## config.mk

```make
export PLATFORM = sky130hd
export DESIGN_NAME = mac_pair_acc_flat
export DESIGN_NICKNAME = d
export VERILOG_FILES = /design/src/rtl/mac_pkg.sv /design/src/rtl/mac_pair_acc_if.sv /design/src/rtl/mac_operand_fifo.sv /design/src/rtl/mac_pair_acc.sv /design/src/flat_wrapper.sv
export SDC_FILE = /design/constraint.sdc
export NUM_CORES = 1
export LEC_CHECK = 0
export ABC_AREA = 1
export BUFFER_PORTS_ARGS = -buffer_cell sky130_fd_sc_hd__clkbuf_2
export CELL_PAD_IN_SITES_DETAIL_PLACEMENT = 1
export CELL_PAD_IN_SITES_GLOBAL_PLACEMENT = 1
export CORE_UTILIZATION = 45
export CTS_CLUSTER_SIZE = 10
export DETAILED_ROUTE_END_ITERATION = 8
export HOLD_SLACK_MARGIN = 0.12
export PLACE_DENSITY = 0.89
export SLEW_MARGIN = 15
export SYNTH_ARGS = -nofsm -noshare
export SYNTH_HDL_FRONTEND = slang
export SYNTH_SLANG_ARGS = --single-unit
export TNS_END_PERCENT = 5
```

## constraint.sdc

```tcl
create_clock -name clk -period 3.5 [get_ports clk]
set_clock_uncertainty 0.05 [all_clocks]
set_input_delay 0.7 -clock clk [delete_from_list [all_inputs] [get_ports clk]]
set_output_delay 0.7 -clock clk [all_outputs]
set_load 0.05 [all_outputs]
```

## src/rtl/mac_pkg.sv

```systemverilog
// Shared constants and saturation helpers for the paired-operand MAC.
package mac_pkg;

  localparam int unsigned OvfWrap      = 0;
  localparam int unsigned OvfSaturate  = 1;
  localparam int unsigned SignUnsigned = 0;
  localparam int unsigned SignTwos     = 1;
  localparam int unsigned MaxAccW      = 64;

  // Results are MaxAccW wide; callers keep the low acc_w bits.
  function automatic logic [MaxAccW-1:0] sat_max(int unsigned acc_w, bit is_signed);
    logic [MaxAccW-1:0] one;
    one = MaxAccW'(1);
    return (one << (is_signed ? acc_w - 1 : acc_w)) - one;
  endfunction

  function automatic logic [MaxAccW-1:0] sat_min(int unsigned acc_w, bit is_signed);
    logic [MaxAccW-1:0] one;
    one = MaxAccW'(1);
    return is_signed ? (one << (acc_w - 1)) : '0;
  endfunction

endpackage

```

## src/rtl/mac_pair_acc_if.sv

```systemverilog
// Operand streams, clear control and accumulator outputs of mac_pair_acc.
interface mac_pair_acc_if #(
  parameter int unsigned A_W   = 4,
  parameter int unsigned B_W   = 4,
  parameter int unsigned ACC_W = 11,
  parameter int unsigned CNT_W = 8
);
  logic [A_W-1:0]   in_a;
  logic             in_valid_a;
  logic             in_ready_a;
  logic [B_W-1:0]   in_b;
  logic             in_valid_b;
  logic             in_ready_b;
  logic             clear;
  logic [ACC_W-1:0] mac_out;
  logic             out_valid;
  logic             acc_ovf;
  logic [CNT_W-1:0] prod_cnt;

  modport slave (
    input  in_a, in_valid_a, in_b, in_valid_b, clear,
    output in_ready_a, in_ready_b, mac_out, out_valid, acc_ovf, prod_cnt
  );

  modport master (
    output in_a, in_valid_a, in_b, in_valid_b, clear,
    input  in_ready_a, in_ready_b, mac_out, out_valid, acc_ovf, prod_cnt
  );
endinterface

```

## src/rtl/mac_operand_fifo.sv

```systemverilog
// Small synchronous operand FIFO with registered ready/empty; ready is low during reset.
module mac_operand_fifo #(
  parameter int unsigned WIDTH = 4,
  parameter int unsigned DEPTH = 2
) (
  input  logic             clk_i,
  input  logic             rst_ni,
  input  logic             push_i,
  input  logic [WIDTH-1:0] wdata_i,
  output logic             ready_o,
  input  logic             pop_i,
  output logic [WIDTH-1:0] rdata_o,
  output logic             empty_o
);
  localparam int unsigned PtrW = $clog2(DEPTH);
  localparam logic [PtrW:0] FullCnt = (PtrW + 1)'(DEPTH);

  logic [WIDTH-1:0] mem_q [DEPTH];
  logic [PtrW-1:0]  wr_ptr_q, wr_ptr_d, rd_ptr_q, rd_ptr_d;
  logic [PtrW:0]    cnt_q, cnt_d;
  logic             ready_q, ready_d, empty_q, empty_d;
  logic             push, pop;

  // Ready reflects only fullness, so a full FIFO refuses a push even while popping.
  assign push = push_i & ready_q;
  assign pop  = pop_i & ~empty_q;

  always_comb begin
    wr_ptr_d = wr_ptr_q;
    rd_ptr_d = rd_ptr_q;
    cnt_d    = cnt_q;
    if (push) begin
      wr_ptr_d = wr_ptr_q + PtrW'(1);
    end
    if (pop) begin
      rd_ptr_d = rd_ptr_q + PtrW'(1);
    end
    unique case ({push, pop})
      2'b10:   cnt_d = cnt_q + (PtrW + 1)'(1);
      2'b01:   cnt_d = cnt_q - (PtrW + 1)'(1);
      default: cnt_d = cnt_q;
    endcase
    ready_d = (cnt_d != FullCnt);
    empty_d = (cnt_d == '0);
  end

  always_ff @(posedge clk_i or negedge rst_ni) begin
    if (!rst_ni) begin
      wr_ptr_q <= '0;
      rd_ptr_q <= '0;
      cnt_q    <= '0;
      ready_q  <= 1'b0;
      empty_q  <= 1'b1;
    end else begin
      wr_ptr_q <= wr_ptr_d;
      rd_ptr_q <= rd_ptr_d;
      cnt_q    <= cnt_d;
      ready_q  <= ready_d;
      empty_q  <= empty_d;
    end
  end

  always_ff @(posedge clk_i) begin
    if (push) begin
      mem_q[wr_ptr_q] <= wdata_i;
    end
  end

  assign rdata_o = mem_q[rd_ptr_q];
  assign ready_o = ready_q;
  assign empty_o = empty_q;
endmodule

```

## src/rtl/mac_pair_acc.sv

```systemverilog
// Pairs A/B operands in arrival order, registers their product, then accumulates it
// with wrap or saturate overflow handling.
module mac_pair_acc
  import mac_pkg::*;
#(
  parameter int unsigned A_W      = 4,
  parameter int unsigned B_W      = 4,
  parameter int unsigned ACC_W    = 11,
  parameter int unsigned DEPTH    = 2,
  parameter int unsigned SIGNED   = SignUnsigned,
  parameter int unsigned SATURATE = OvfWrap,
  parameter int unsigned CNT_W    = 8
) (
  input logic            clk,
  input logic            reset,
  mac_pair_acc_if.slave  bus
);
  localparam int unsigned PW = A_W + B_W;
  localparam logic [MaxAccW-1:0] SatMaxW = sat_max(ACC_W, SIGNED == SignTwos);
  localparam logic [MaxAccW-1:0] SatMinW = sat_min(ACC_W, SIGNED == SignTwos);

  if (ACC_W < PW) begin : g_bad_acc_w
    $error("ACC_W must be >= A_W + B_W");
  end
  if (DEPTH < 2 || (DEPTH & (DEPTH - 1)) != 0) begin : g_bad_depth
    $error("DEPTH must be a power of two >= 2");
  end

  logic [A_W-1:0]   a_data;
  logic [B_W-1:0]   b_data;
  logic             a_empty, b_empty, pair_pop;
  logic [PW-1:0]    a_ext, b_ext, prod_full;
  logic [ACC_W-1:0] prod_q, prod_d, acc_q, acc_d;
  logic             prod_vld_q, out_valid_q, out_valid_d, ovf_q, ovf_d;
  logic [CNT_W-1:0] cnt_q, cnt_d;
  logic [ACC_W:0]   sum;
  logic             step_ovf;

  mac_operand_fifo #(.WIDTH(A_W), .DEPTH(DEPTH)) u_fifo_a (
    .clk_i   (clk),
    .rst_ni  (reset),
    .push_i  (bus.in_valid_a),
    .wdata_i (bus.in_a),
    .ready_o (bus.in_ready_a),
    .pop_i   (pair_pop),
    .rdata_o (a_data),
    .empty_o (a_empty)
  );

  mac_operand_fifo #(.WIDTH(B_W), .DEPTH(DEPTH)) u_fifo_b (
    .clk_i   (clk),
    .rst_ni  (reset),
    .push_i  (bus.in_valid_b),
    .wdata_i (bus.in_b),
    .ready_o (bus.in_ready_b),
    .pop_i   (pair_pop),
    .rdata_o (b_data),
    .empty_o (b_empty)
  );

  assign pair_pop = ~a_empty & ~b_empty;

  // Operands extended to the full product width so a PW-bit multiply is exact in both modes.
  always_comb begin
    if (SIGNED == SignTwos) begin
      a_ext  = PW'($signed(a_data));
      b_ext  = PW'($signed(b_data));
    end else begin
      a_ext  = PW'(a_data);
      b_ext  = PW'(b_data);
    end
    prod_full = a_ext * b_ext;
    prod_d    = (SIGNED == SignTwos) ? ACC_W'($signed(prod_full)) : ACC_W'(prod_full);
  end

  always_comb begin
    sum = {1'b0, acc_q} + {1'b0, prod_q};
    if (SIGNED == SignTwos) begin
      step_ovf = (acc_q[ACC_W-1] == prod_q[ACC_W-1]) && (sum[ACC_W-1] != acc_q[ACC_W-1]);
    end else begin
      step_ovf = sum[ACC_W];
    end

    acc_d       = acc_q;
    cnt_d       = cnt_q;
    ovf_d       = ovf_q;
    out_valid_d = 1'b0;
    if (bus.clear) begin
      acc_d       = prod_vld_q ? prod_q : '0;
      cnt_d       = prod_vld_q ? CNT_W'(1) : '0;
      ovf_d       = 1'b0;
      out_valid_d = prod_vld_q;
    end else if (prod_vld_q) begin
      acc_d = sum[ACC_W-1:0];
      if (step_ovf && SATURATE == OvfSaturate) begin
        // Signed overflow only happens with like signs, so acc sign picks the rail.
        acc_d = (SIGNED == SignTwos && acc_q[ACC_W-1]) ? SatMinW[ACC_W-1:0]
                                                      : SatMaxW[ACC_W-1:0];
      end
      ovf_d       = ovf_q | step_ovf;
      cnt_d       = cnt_q + CNT_W'(1);
      out_valid_d = 1'b1;
    end
  end

  always_ff @(posedge clk or negedge reset) begin
    if (!reset) begin
      prod_q      <= '0;
      prod_vld_q  <= 1'b0;
      acc_q       <= '0;
      cnt_q       <= '0;
      ovf_q       <= 1'b0;
      out_valid_q <= 1'b0;
    end else begin
      prod_q      <= prod_d;
      prod_vld_q  <= pair_pop;
      acc_q       <= acc_d;
      cnt_q       <= cnt_d;
      ovf_q       <= ovf_d;
      out_valid_q <= out_valid_d;
    end
  end

  assign bus.mac_out   = acc_q;
  assign bus.out_valid = out_valid_q;
  assign bus.acc_ovf   = ovf_q;
  assign bus.prod_cnt  = cnt_q;
endmodule

```

## src/flat_wrapper.sv

```systemverilog
// flat-port wrapper written by rule: the top's interface ports become plain ports
module mac_pair_acc_flat import mac_pkg::*;
#(
  parameter int unsigned A_W      = 4,
  parameter int unsigned B_W      = 4,
  parameter int unsigned ACC_W    = 11,
  parameter int unsigned DEPTH    = 2,
  parameter int unsigned SIGNED   = SignUnsigned,
  parameter int unsigned SATURATE = OvfWrap,
  parameter int unsigned CNT_W    = 8
)
  (clk, reset, bus_in_a, bus_in_valid_a, bus_in_b, bus_in_valid_b, bus_clear, bus_in_ready_a, bus_in_ready_b, bus_mac_out, bus_out_valid, bus_acc_ovf, bus_prod_cnt);
  mac_pair_acc_if #(.A_W(A_W), .B_W(B_W), .ACC_W(ACC_W), .CNT_W(CNT_W)) bus_i ();
  input logic clk;
  input logic reset;
  input wire logic [$bits(bus_i.in_a)-1:0] bus_in_a;
  input wire logic [$bits(bus_i.in_valid_a)-1:0] bus_in_valid_a;
  input wire logic [$bits(bus_i.in_b)-1:0] bus_in_b;
  input wire logic [$bits(bus_i.in_valid_b)-1:0] bus_in_valid_b;
  input wire logic [$bits(bus_i.clear)-1:0] bus_clear;
  output wire logic [$bits(bus_i.in_ready_a)-1:0] bus_in_ready_a;
  output wire logic [$bits(bus_i.in_ready_b)-1:0] bus_in_ready_b;
  output wire logic [$bits(bus_i.mac_out)-1:0] bus_mac_out;
  output wire logic [$bits(bus_i.out_valid)-1:0] bus_out_valid;
  output wire logic [$bits(bus_i.acc_ovf)-1:0] bus_acc_ovf;
  output wire logic [$bits(bus_i.prod_cnt)-1:0] bus_prod_cnt;
  assign bus_i.in_a = bus_in_a;
  assign bus_i.in_valid_a = bus_in_valid_a;
  assign bus_i.in_b = bus_in_b;
  assign bus_i.in_valid_b = bus_in_valid_b;
  assign bus_i.clear = bus_clear;
  assign bus_in_ready_a = bus_i.in_ready_a;
  assign bus_in_ready_b = bus_i.in_ready_b;
  assign bus_mac_out = bus_i.mac_out;
  assign bus_out_valid = bus_i.out_valid;
  assign bus_acc_ovf = bus_i.acc_ovf;
  assign bus_prod_cnt = bus_i.prod_cnt;
  mac_pair_acc #(.A_W(A_W), .B_W(B_W), .ACC_W(ACC_W), .DEPTH(DEPTH), .SIGNED(SIGNED), .SATURATE(SATURATE), .CNT_W(CNT_W)) u_core (.clk(clk), .reset(reset), .bus(bus_i));
endmodule
```

Yosys cells after proc, flatten, opt, wreduce, memory -nomap -nowiden --
Memory sizes are Yosys's and may differ from the RTL's. Cells that the tools add are included.
Word-level totals: bits in writable memories 16, memories kept 2, word-level logic and storage cells 62, latch bits 0, memory bits (read-only) 0, input port bits 13, register bits after elaboration 42, output and inout port bits 23
Memories:
- u_core.u_fifo_a.mem_q | depth 2, width 4, rd ports 1, clocked after Yosys merged registers in 0, wr ports 1, RTL line mac_operand_fifo.sv:18 | logic [WIDTH-1:0] mem_q [DEPTH];
- u_core.u_fifo_b.mem_q | depth 2, width 4, rd ports 1, clocked after Yosys merged registers in 0, wr ports 1, RTL line mac_operand_fifo.sv:18
Operators by class: $lt $le $gt $ge 0, div/mod/pow operators 0, muxes and demuxes 16, multipliers 1, shift-type cells 0, eq/ne operators 6, add/subtract/negate cells 10, bitwise gates (word level) 8, reductions and logical operators 3
Operator list (number):
- 2-to-1 mux 8 bit | 3
- 2-to-1 mux 11 bit | 2
- adder 11 x 8 -> 12 bit | 1
- 2-to-1 mux 1 bit | 9
- adder 8 x 1 -> 8 bit, second input constant | 1
- multiplier 4 x 4 -> 8 bit | 1
- one-hot mux 2 bit (2 select lines) | 2
- bitwise AND 1 bit | 5
- adder 1 bit, second input constant | 4
- adder 2 x 1 -> 2 bit, second input constant | 2
- equality test 2 x 1 -> 1 bit, second input constant | 2
- equality test 2 bit, second input constant | 2
- zero test 2 bit | 2
- inequality test 2 bit, second input constant | 2
- subtractor 2 x 1 -> 2 bit, second input constant | 2
- NOT 1 bit | 2
- nonzero test 2 bit | 1
- OR 1 bit | 1

Depth between registers and ports, before layout --
Gate-level depths: netlist of the first run.
depth in word-level cells 6, depth in mapped cells 12, gate-level depth less buffers 11

Hierarchy --
From an unflattened synthesis of the first run, not the netlist that was laid out.
Unflattened totals: cells, all modules 376, area, all modules 3265.6 um2
Modules (own cells, without submodules):
- mac_pair_acc | cells each 274, instances 1, area an instance 2114.5 um2, sequential area each 750.7 um2
- mac_operand_fifo | cells each 51, instances 2, area an instance 575.6 um2, sequential area each 391.6 um2

Least setup slack after synthesis of the first run --
Ideal clock, no wire load.
path type register to register, start register u_core.u_fifo_b.rd_ptr_q, end register u_core.prod_q[6], path slack 0.451 ns, arrival time 2.919 ns, library setup time 0.080 ns, period minus slack after synthesis 3.049 ns, data required time 3.370 ns, path buffers 1, stages on the path, launching flop included 12, cell sequence dfrtp_1 buf_2 mux2i_1 or2_2 fa_1 inv_1 fa_1 fa_1 a21oi_1 nor2_1 nor2_1 xnor2_1
Between the ends: longest elaborated chain between the ends 2
RTL lines:
- start: declaration | RTL line mac_operand_fifo.sv:19 | logic [PtrW-1:0] wr_ptr_q, wr_ptr_d, rd_ptr_q, rd_ptr_d;
- start signal: assignment | RTL line mac_operand_fifo.sv:56 | rd_ptr_q <= rd_ptr_d;
- memory read (2 x 4 bit)
- multiplier 4 x 4 -> 8 bit | RTL line mac_pair_acc.sv:72 | prod_full = a_ext * b_ext;
- via u_core.prod_full[6] | RTL line mac_pair_acc.sv:32 | logic [PW-1:0] a_ext, b_ext, prod_full;
- end signal: assignment | RTL line mac_pair_acc.sv:115 | prod_q <= prod_d;
- end: declaration | RTL line mac_pair_acc.sv:33 | logic [ACC_W-1:0] prod_q, prod_d, acc_q, acc_d;
The timed path passes the listed nets, and every way through them passes these cells. A chain may end at the register's enable or synchronous reset.

Worst setup path after layout of the first run --
Same ends and word-level chain as after synthesis.

==> results.json, run 1 <==
{
  "max_freq_mhz": 311.0,
  "post_drt_wl_per_cell_um": 15.42,
  "final_util_pct": 54.79,
  "p_sw_share_pct": 46.91,
  "die_height_um": 85.14,
  "gp_congestion": 0.8185,
  "clock_sink_count": 58,
  "drt-pass1-iter-count": 5,
  "rsz0062_at_grt": "no",
  "arrival_ns": 3.44,
  "ant_nets": 0,
  "setup_tns_ns": 0,
  "htree_levels": 3,
  "ys_types": 35,
  "synth_seq_area_share_pct": 49.32,
  "diodes": 0,
  "hpwl_mm": 5.058,
  "drive_above_1_share_pct": 17.39,
  "synth_seq_cells": 58,
  "cp-start-kind": "flip-flop",
  "power_frac_seq_pct": 30.5,
  "setup_violations": 0,
  "r2r-end": "u_core.prod_q[6]",
  "syn_area_um2": 3110,
  "pwr-share-comb_pct": 51.6,
  "route.vias.total": 2347,
  "ff2ff_path_depth": 10,
  "first_global_vias": 2534,
  "ys_warn_count": 0,
  "power_leakage_nw": 1.802,
  "synth_fp_nets": 365,
  "fillCellCount": 764,
  "fin_crit_sh_pct": 91.87,
  "ctsResizeCount": 0,
  "die_area_um2": 7249,
  "final_cell_mix": "nand2_1 (57), nor2_1 (42), dfrtp_1 (40)",
  "wl_met3_um": 267,
  "drv_slew": 0,
  "crit_start": "u_core.u_fifo_b.rd_ptr_q",
  "p_total_mw": 3.774,
  "critPathKind": "flip-flop to flip-flop",
  "cts_tree": "done",
  "initial_utilization_pct": 47.89,
  "cap_violations": 0,
  "route.detailed.drc": 0,
  "worstSetupEndpointType": "flip-flop",
  "slew-limit-headroom_pct": 33.59,
  "status": "completed",
  "grt_usage_pct": 21.17,
  "routed_wl_mm": 6.862,
  "fin_area_um2": 3558,
  "top_layer_used": "met4",
  "p_switching_mw": 1.770,
  "rr_startpoint": "u_core.u_fifo_b.rd_ptr_q",
  "worst-r2r-setup-slack_ns": 0.28,
  "cts_root_buf": "clkbuf_8",
  "clkTransAtPathRegs_ns": 0.08,
  "coreArea_um2": 6495,
  "cts.hold.buffers_added": 0,
  "dpl_cell_area_um2": 3338,
  "hp-class": "input port to asynchronous set/reset pin",
  "grt_pass1_wl_mm": 11.67,
  "clkPwrFrac_pct": 17.9,
  "antenna_found_initial": 0,
  "final_common_cell": "nand2_1",
  "internal_power_mw": 2.004,
  "clock_latency_ns": 0.35,
  "ios": 36,
  "tightest_slew_ns": 0.9961,
  "port-buffer-count": 35,
  "avgSynthCellArea_um2": 9.600,
  "syn_inst": 324,
  "grt_max_degree": 43,
  "postCtsSetupRepairBufs": 0,
  "fin_nets": 404,
  "viasPerCell": 5.274,
  "critical_path.endpoint": "u_core.prod_q[6]",
  "syn_to_final_growth_pct": 14.40,
  "cts_buffers": 9,
  "vdd_drop_max_mv": 0.5769,
  "num_rows": 29,
  "powerDensity_nw_per_um2": 1061,
  "cp.required_ns": 3.73,
  "cts.path.max_buffers": 2,
  "cp_max_fo": 5,
  "die_x_um": 85.14,
  "timing.final.crit_period_ns": 3.215,
  "route.met2.wl_mm": 3.638,
  "overflow": 0,
  "drtIter0Drc": 70,
  "drt-met1-wl_mm": 2.857,
  "finalHoldViolCount": 0
}
-- metal layers --
metal	GRT usage (%)	vias to the layer above
met5	0	-
met2	38.64	45
met4	6.934	0
li1	-	1143
met1	23.33	1149
met3	6.615	10
-- final cells by class --
type                            instances  area [um^2]  area share [%]
Multi-Input combinational cell        226         1406           39.52
Clock inverter                          6        71.32           2.004
Tap cell                               77        96.34           2.707
Timing Repair Buffer                   35        175.2           4.923
Inverter                               33        126.4           3.551
Sequential cell                        58         1534           43.11
Clock buffer                           10        148.9           4.184
-- sequential cells by signal, summed over array words and instances, names as in the netlist, 2 cells and up --
| register | flops |
|---|---|
| u_core.bus.mac_out | 11 |
| u_core.u_fifo_b.cnt_q | 2 |
| u_core.u_fifo_a.mem_q | 8 |
| u_core.prod_q | 8 |
| u_core.u_fifo_a.cnt_q | 2 |
| u_core.u_fifo_b.mem_q | 8 |
| u_core.bus.prod_cnt | 8 |
-- Yosys cell counts (all sizes together) --
master | n | area, um^2
fa | 5 | 100.1
and3 | 2 | 12.51
a21oi | 17 | 85.08
dfstp | 2 | 52.55
xnor2 | 4 | 35.03
ha | 23 | 287.8
inv | 33 | 126.4
mux2i | 8 | 80.08
o21ai | 18 | 97.59
buf | 7 | 43.79
xor2 | 11 | 96.34
dfrtp | 40 | 1001
edfxtp | 16 | 480.5
nor3 | 5 | 41.29
nor2 | 43 | 163.9
a21boi | 1 | 7.510
nand2 | 59 | 226.5
a21o | 2 | 15.01
nand4 | 3 | 18.77
or2 | 4 | 25.03
o21a | 1 | 7.510
nand3b | 1 | 7.510
a31oi | 1 | 6.260
nand3 | 17 | 85.08
o21bai | 1 | 7.510
-- metrics by stage --
stage | hold slack, ns | setup WS (ns) | std cells
6_report | 0.4485 | 0.2845 | 445
5_1_grt | 0.4733 | 0.1331 | 445
4_1_cts | 0.4521 | 0.2776 | 445
3_5_place_dp | 0.4376 | 0.3064 | 429
3_3_place_gp | 0.4336 | 0.4031 | 429
2_1_floorplan | 0.3245 | 0.4507 | 324
-- critical path: stages (launching register included) --
cell     delay (ns)
dfrtp_1        0.47
mux2i_1        0.22
or2_2          0.34
fa_1           0.53
inv_1          0.05
fa_1           0.54
fa_1           0.48
a21oi_1        0.18
nor2_1         0.06
nor2_1         0.11
xnor2_1        0.12
-- power groups by stage --
stage / registers (mW) / clock network [mW] / logic [mW]
after global placement: 1.15 / 0 / 1.81
final: 1.15 / 0.675 / 1.95
after CTS: 1.15 / 0.694 / 1.97
after floorplan: 1.33 / 0 / 1.30
after detailed placement: 1.16 / 0 / 1.93
after global routing: 1.18 / 0.719 / 2.17
-- cells by family (layout without fill, tap and decap cells) --
logic type               Yosys count  after routing  share of synthesized area (%)
AO/OA/AOI/OAI                     41             41                          7.281
XOR/XNOR                          15             15                          4.223
adder cells (fa/ha/maj)           28             28                          12.47
buffers and inverters             40             84                          5.471
flip-flops                        58             58                          49.32
multiplexers                       8              8                          2.575
AND/OR/NAND/NOR                  134            134                          18.66
-- worst min path at each step --
stage,start,to,depth (start not counted)
floorplan,u_core.prod_vld_q,u_core.bus.out_valid,0
global placement,u_core.u_fifo_b.cnt_q[1],u_core.u_fifo_b.cnt_q[1],1
detailed placement,u_core.bus.acc_ovf,u_core.bus.acc_ovf,2
CTS,u_core.u_fifo_a.cnt_q[1],u_core.u_fifo_a.cnt_q[1],1
global route,bus_in_b[0],u_core.u_fifo_b.mem_q[1][0],1
finish,reset,u_core.bus.mac_out[7],1
No activity file was read; power rests on OpenSTA's default activity.
==> run 2, diff against run 1 <==
- ABC_AREA: 1 -> 0
- CORE_UTILIZATION: 45 -> 46
- clock period: 3.5 -> 3.05 ns (I/O delays scaled with it)
==> run 2 against run 1 <==
  * The flow now finishes with violations (setup timing)
  * Cell area shrank 0.60%
  * Routed wire length shrank 13%
  * First-iteration DRC count shrank 30%
  * Critical endpoint is now u_core.prod_q[7]
==> results.json, run 2 <==
{
  "yosys_most_used_dff": "dfrtp_1",
  "synth_fp_nets": 300,
  "drtIter0Drc": 49,
  "ff2ff_path_depth": 11,
  "synth.largest_area_cell": "dfrtp_1",
  "overflow": 0,
  "post_drt_wl_per_cell_um": 15.29,
  "use_met2_pct": 38.84,
  "syn_inst": 259,
  "r2r-end": "u_core.prod_q[7]",
  "p_total_mw": 4.200,
  "synth_seq_cells": 58,
  "grt_usage_pct": 20.47,
  "cp-start-kind": "flip-flop",
  "timing.final.crit_period_ns": 3.104,
  "first_global_vias": 2243,
  "cap_violations": 0,
  "antenna_found_initial": 0,
  "rsz0062_at_grt": "yes",
  "num_rows": 28,
  "diodes": 0,
  "rr_startpoint": "u_core.u_fifo_b.rd_ptr_q",
  "drv_slew": 0,
  "synth_seq_area_share_pct": 51.38,
  "max_freq_mhz": 322.1,
  "grt_pass1_wl_mm": 9.977,
  "drive_above_1_share_pct": 25.80,
  "synth_compound_area_share_pct": 9.598,
  "cts_root_buf": "clkbuf_8",
  "route.vias.total": 2066,
  "final_cell_mix": "nor2_1 (38), dfrtp_1 (38), clkbuf_2 (35)",
  "gp_congestion": 0.7949,
  "ys_types": 42,
  "worstSetupEndpointType": "flip-flop",
  "htree_levels": 3,
  "synth.area.mux_share_pct": 4.778,
  "ys_warn_count": 0,
  "grt_max_degree": 27,
  "arrival_ns": 3.31,
  "setup_tns_ns": -0.06548,
  "status": "complete, but fails checks",
  "synth_fa_ha_area_share_pct": 12.99,
  "die_height_um": 82.56,
  "synthTopCellsByCount": "dfrtp_1 (40), nor2_1 (38), ha_1 (23), edfxtp_1 (16), xor2_1 (13)",
  "port-buffer-count": 35,
  "async_flop_share_pct": 72.41,
  "grt_busiest_layer": "met2",
  "critPathKind": "flip-flop to flip-flop",
  "clock_latency_ns": 0.34,
  "finalHoldViolCount": 0,
  "synth-simple-area-share_pct": 12.24,
  "cp_max_fo": 5,
  "die_area_um2": 6816,
  "powerDensity_nw_per_um2": 1187,
  "coreArea_um2": 6096,
  "setup_ws_ns": -0.05438,
  "grt_util_met3_pct": 5.824,
  "fin_nets": 350,
  "route.detailed.drc": 0,
  "cts.path.max_buffers": 2,
  "yosys.area.top_type_share_pct": 33.53,
  "largest_reg_flops": 11,
  "avgSynthCellArea_um2": 11.53,
  "clock_sink_count": 58,
  "setup_violations": 2,
  "met1_usage_pct": 20.07,
  "fin_crit_sh_pct": 101.8,
  "yosysMostFrequentCell": "dfrtp_1",
  "viasPerCell": 5.311,
  "drt-pass1-iter-count": 4,
  "hpwl_mm": 4.485,
  "syn_area_um2": 2985,
  "initial_utilization_pct": 48.97,
  "synth_top_family_by_area": "adder cells",
  "synth_edf_count": 16,
  "violations": "setup timing",
  "routed_wl_mm": 5.948,
  "ios": 36,
  "cp.required_ns": 3.25,
  "power_leakage_nw": 1.644,
  "cts_tree": "done",
  "hp-class": "input port to asynchronous set/reset pin",
  "synth_xor_area_share_pct": 7.041,
  "syn_to_final_growth_pct": 18.48,
  "final_util_pct": 58.03,
  "whs_ns": 0.1945,
  "die_x_um": 82.56,
  "cts_buffers": 9,
  "clkTransAtPathRegs_ns": 0.07,
  "tightest_slew_ns": 0.5568,
  "vdd_drop_max_mv": 0.7261,
  "worst-r2r-setup-slack_ns": -0.05,
  "ys_top_cells_by_area": "dfrtp_1 (34%), edfxtp_1 (16%), ha_1 (9.6%)",
  "ant_nets": 0,
  "postCtsSetupRepairBufs": 0,
  "slew-limit-headroom_pct": 62.88
}
-- run 2: cell types whose count changed after synthesis, sizes merged, moves of 3 or more --
| cell | delta |
|---|---|
| clkbuf | +5 |
| a21oi | -10 |
| a22oi | +3 |
| a211oi | +4 |
| buf | -5 |
| nor3 | -5 |
| mux2i | +4 |
| nand2b | +8 |
| nand2 | -47 |
| inv | -25 |
| nand3 | -13 |
| xnor2 | +7 |
| nor2 | -5 |
| o21ai | -4 |
-- run 2: final cells by class --
type | instances | area [um^2]
clock buffers | 10 | 127.6
clock inverters | 6 | 67.56
fillers | 661 | 2559
inverters | 8 | 30.03
multi-input cells | 186 | 1424
flip-flops and latches | 58 | 1536
well taps | 75 | 93.84
repair buffers | 46 | 257.7
-- run 2: kinds of logic after synthesis --
logic type | Yosys count
buf+inv | 15
xor+xnor | 24
mux | 14
fa+ha+maj | 28
simple gates | 79
flops | 58
compound gates | 41
-- run 2: worst max-delay path by stage --
stage	to	depth (start not counted)	startpoint	slack, ns
detailed placement	u_core.prod_q[7]	11	u_core.u_fifo_b.rd_ptr_q	-0.08
CTS	u_core.prod_q[7]	11	u_core.u_fifo_b.rd_ptr_q	-0.08
floorplan	u_core.prod_q[7]	12	u_core.u_fifo_b.rd_ptr_q	0.004
global placement	u_core.prod_q[7]	11	u_core.u_fifo_b.rd_ptr_q	0.02
global route	u_core.prod_q[7]	11	u_core.u_fifo_b.rd_ptr_q	-0.19
finish	u_core.prod_q[7]	11	u_core.u_fifo_b.rd_ptr_q	-0.05
-- run 2: where the power goes --
group	internal, mW	leakage [nW]	switching, mW
logic	0.911	0.882	1.28
clock network	0.378	0.0925	0.310
registers	1.10	0.670	0.220
total	2.39	1.64	1.81
-- run 2: metrics by stage --
stage / cell area (um^2) / std cells / setup slack (ns)
finish: 3537 / 389 / -0.05438
global route: 3537 / 389 / -0.1929
CTS: 3537 / 389 / -0.07992
detailed placement: 3339 / 373 / -0.08271
global placement: 3339 / 373 / 0.02455
floorplan: 3037 / 259 / 0.003769
-- run 2: critical path: stages, from the launching register on --
cell and delay (ns):
dfrtp_2 0.46, mux2i_1 0.16, or2_4 0.27, fa_1 0.54, inv_1 0.06, fa_1 0.50, ha_1 0.30, a21o_1 0.17
a21oi_2 0.14, o21bai_1 0.09, a21oi_1 0.15, xnor2_1 0.14
-- run 2: routing by layer --
| layer | part of all wire [%] | up-vias |
|---|---|---|
| met4 | 2.3 | 0 |
| li1 | - | 1001 |
| met5 | 0 | - |
| met2 | 53 | 45 |
| met3 | 4.2 | 14 |
| met1 | 41 | 1006 |
-- run 2: timing repair --
item,CTS,global route
endpoints found under the setup margin,2,2
hold buffers,0,0
resized for setup,2,0
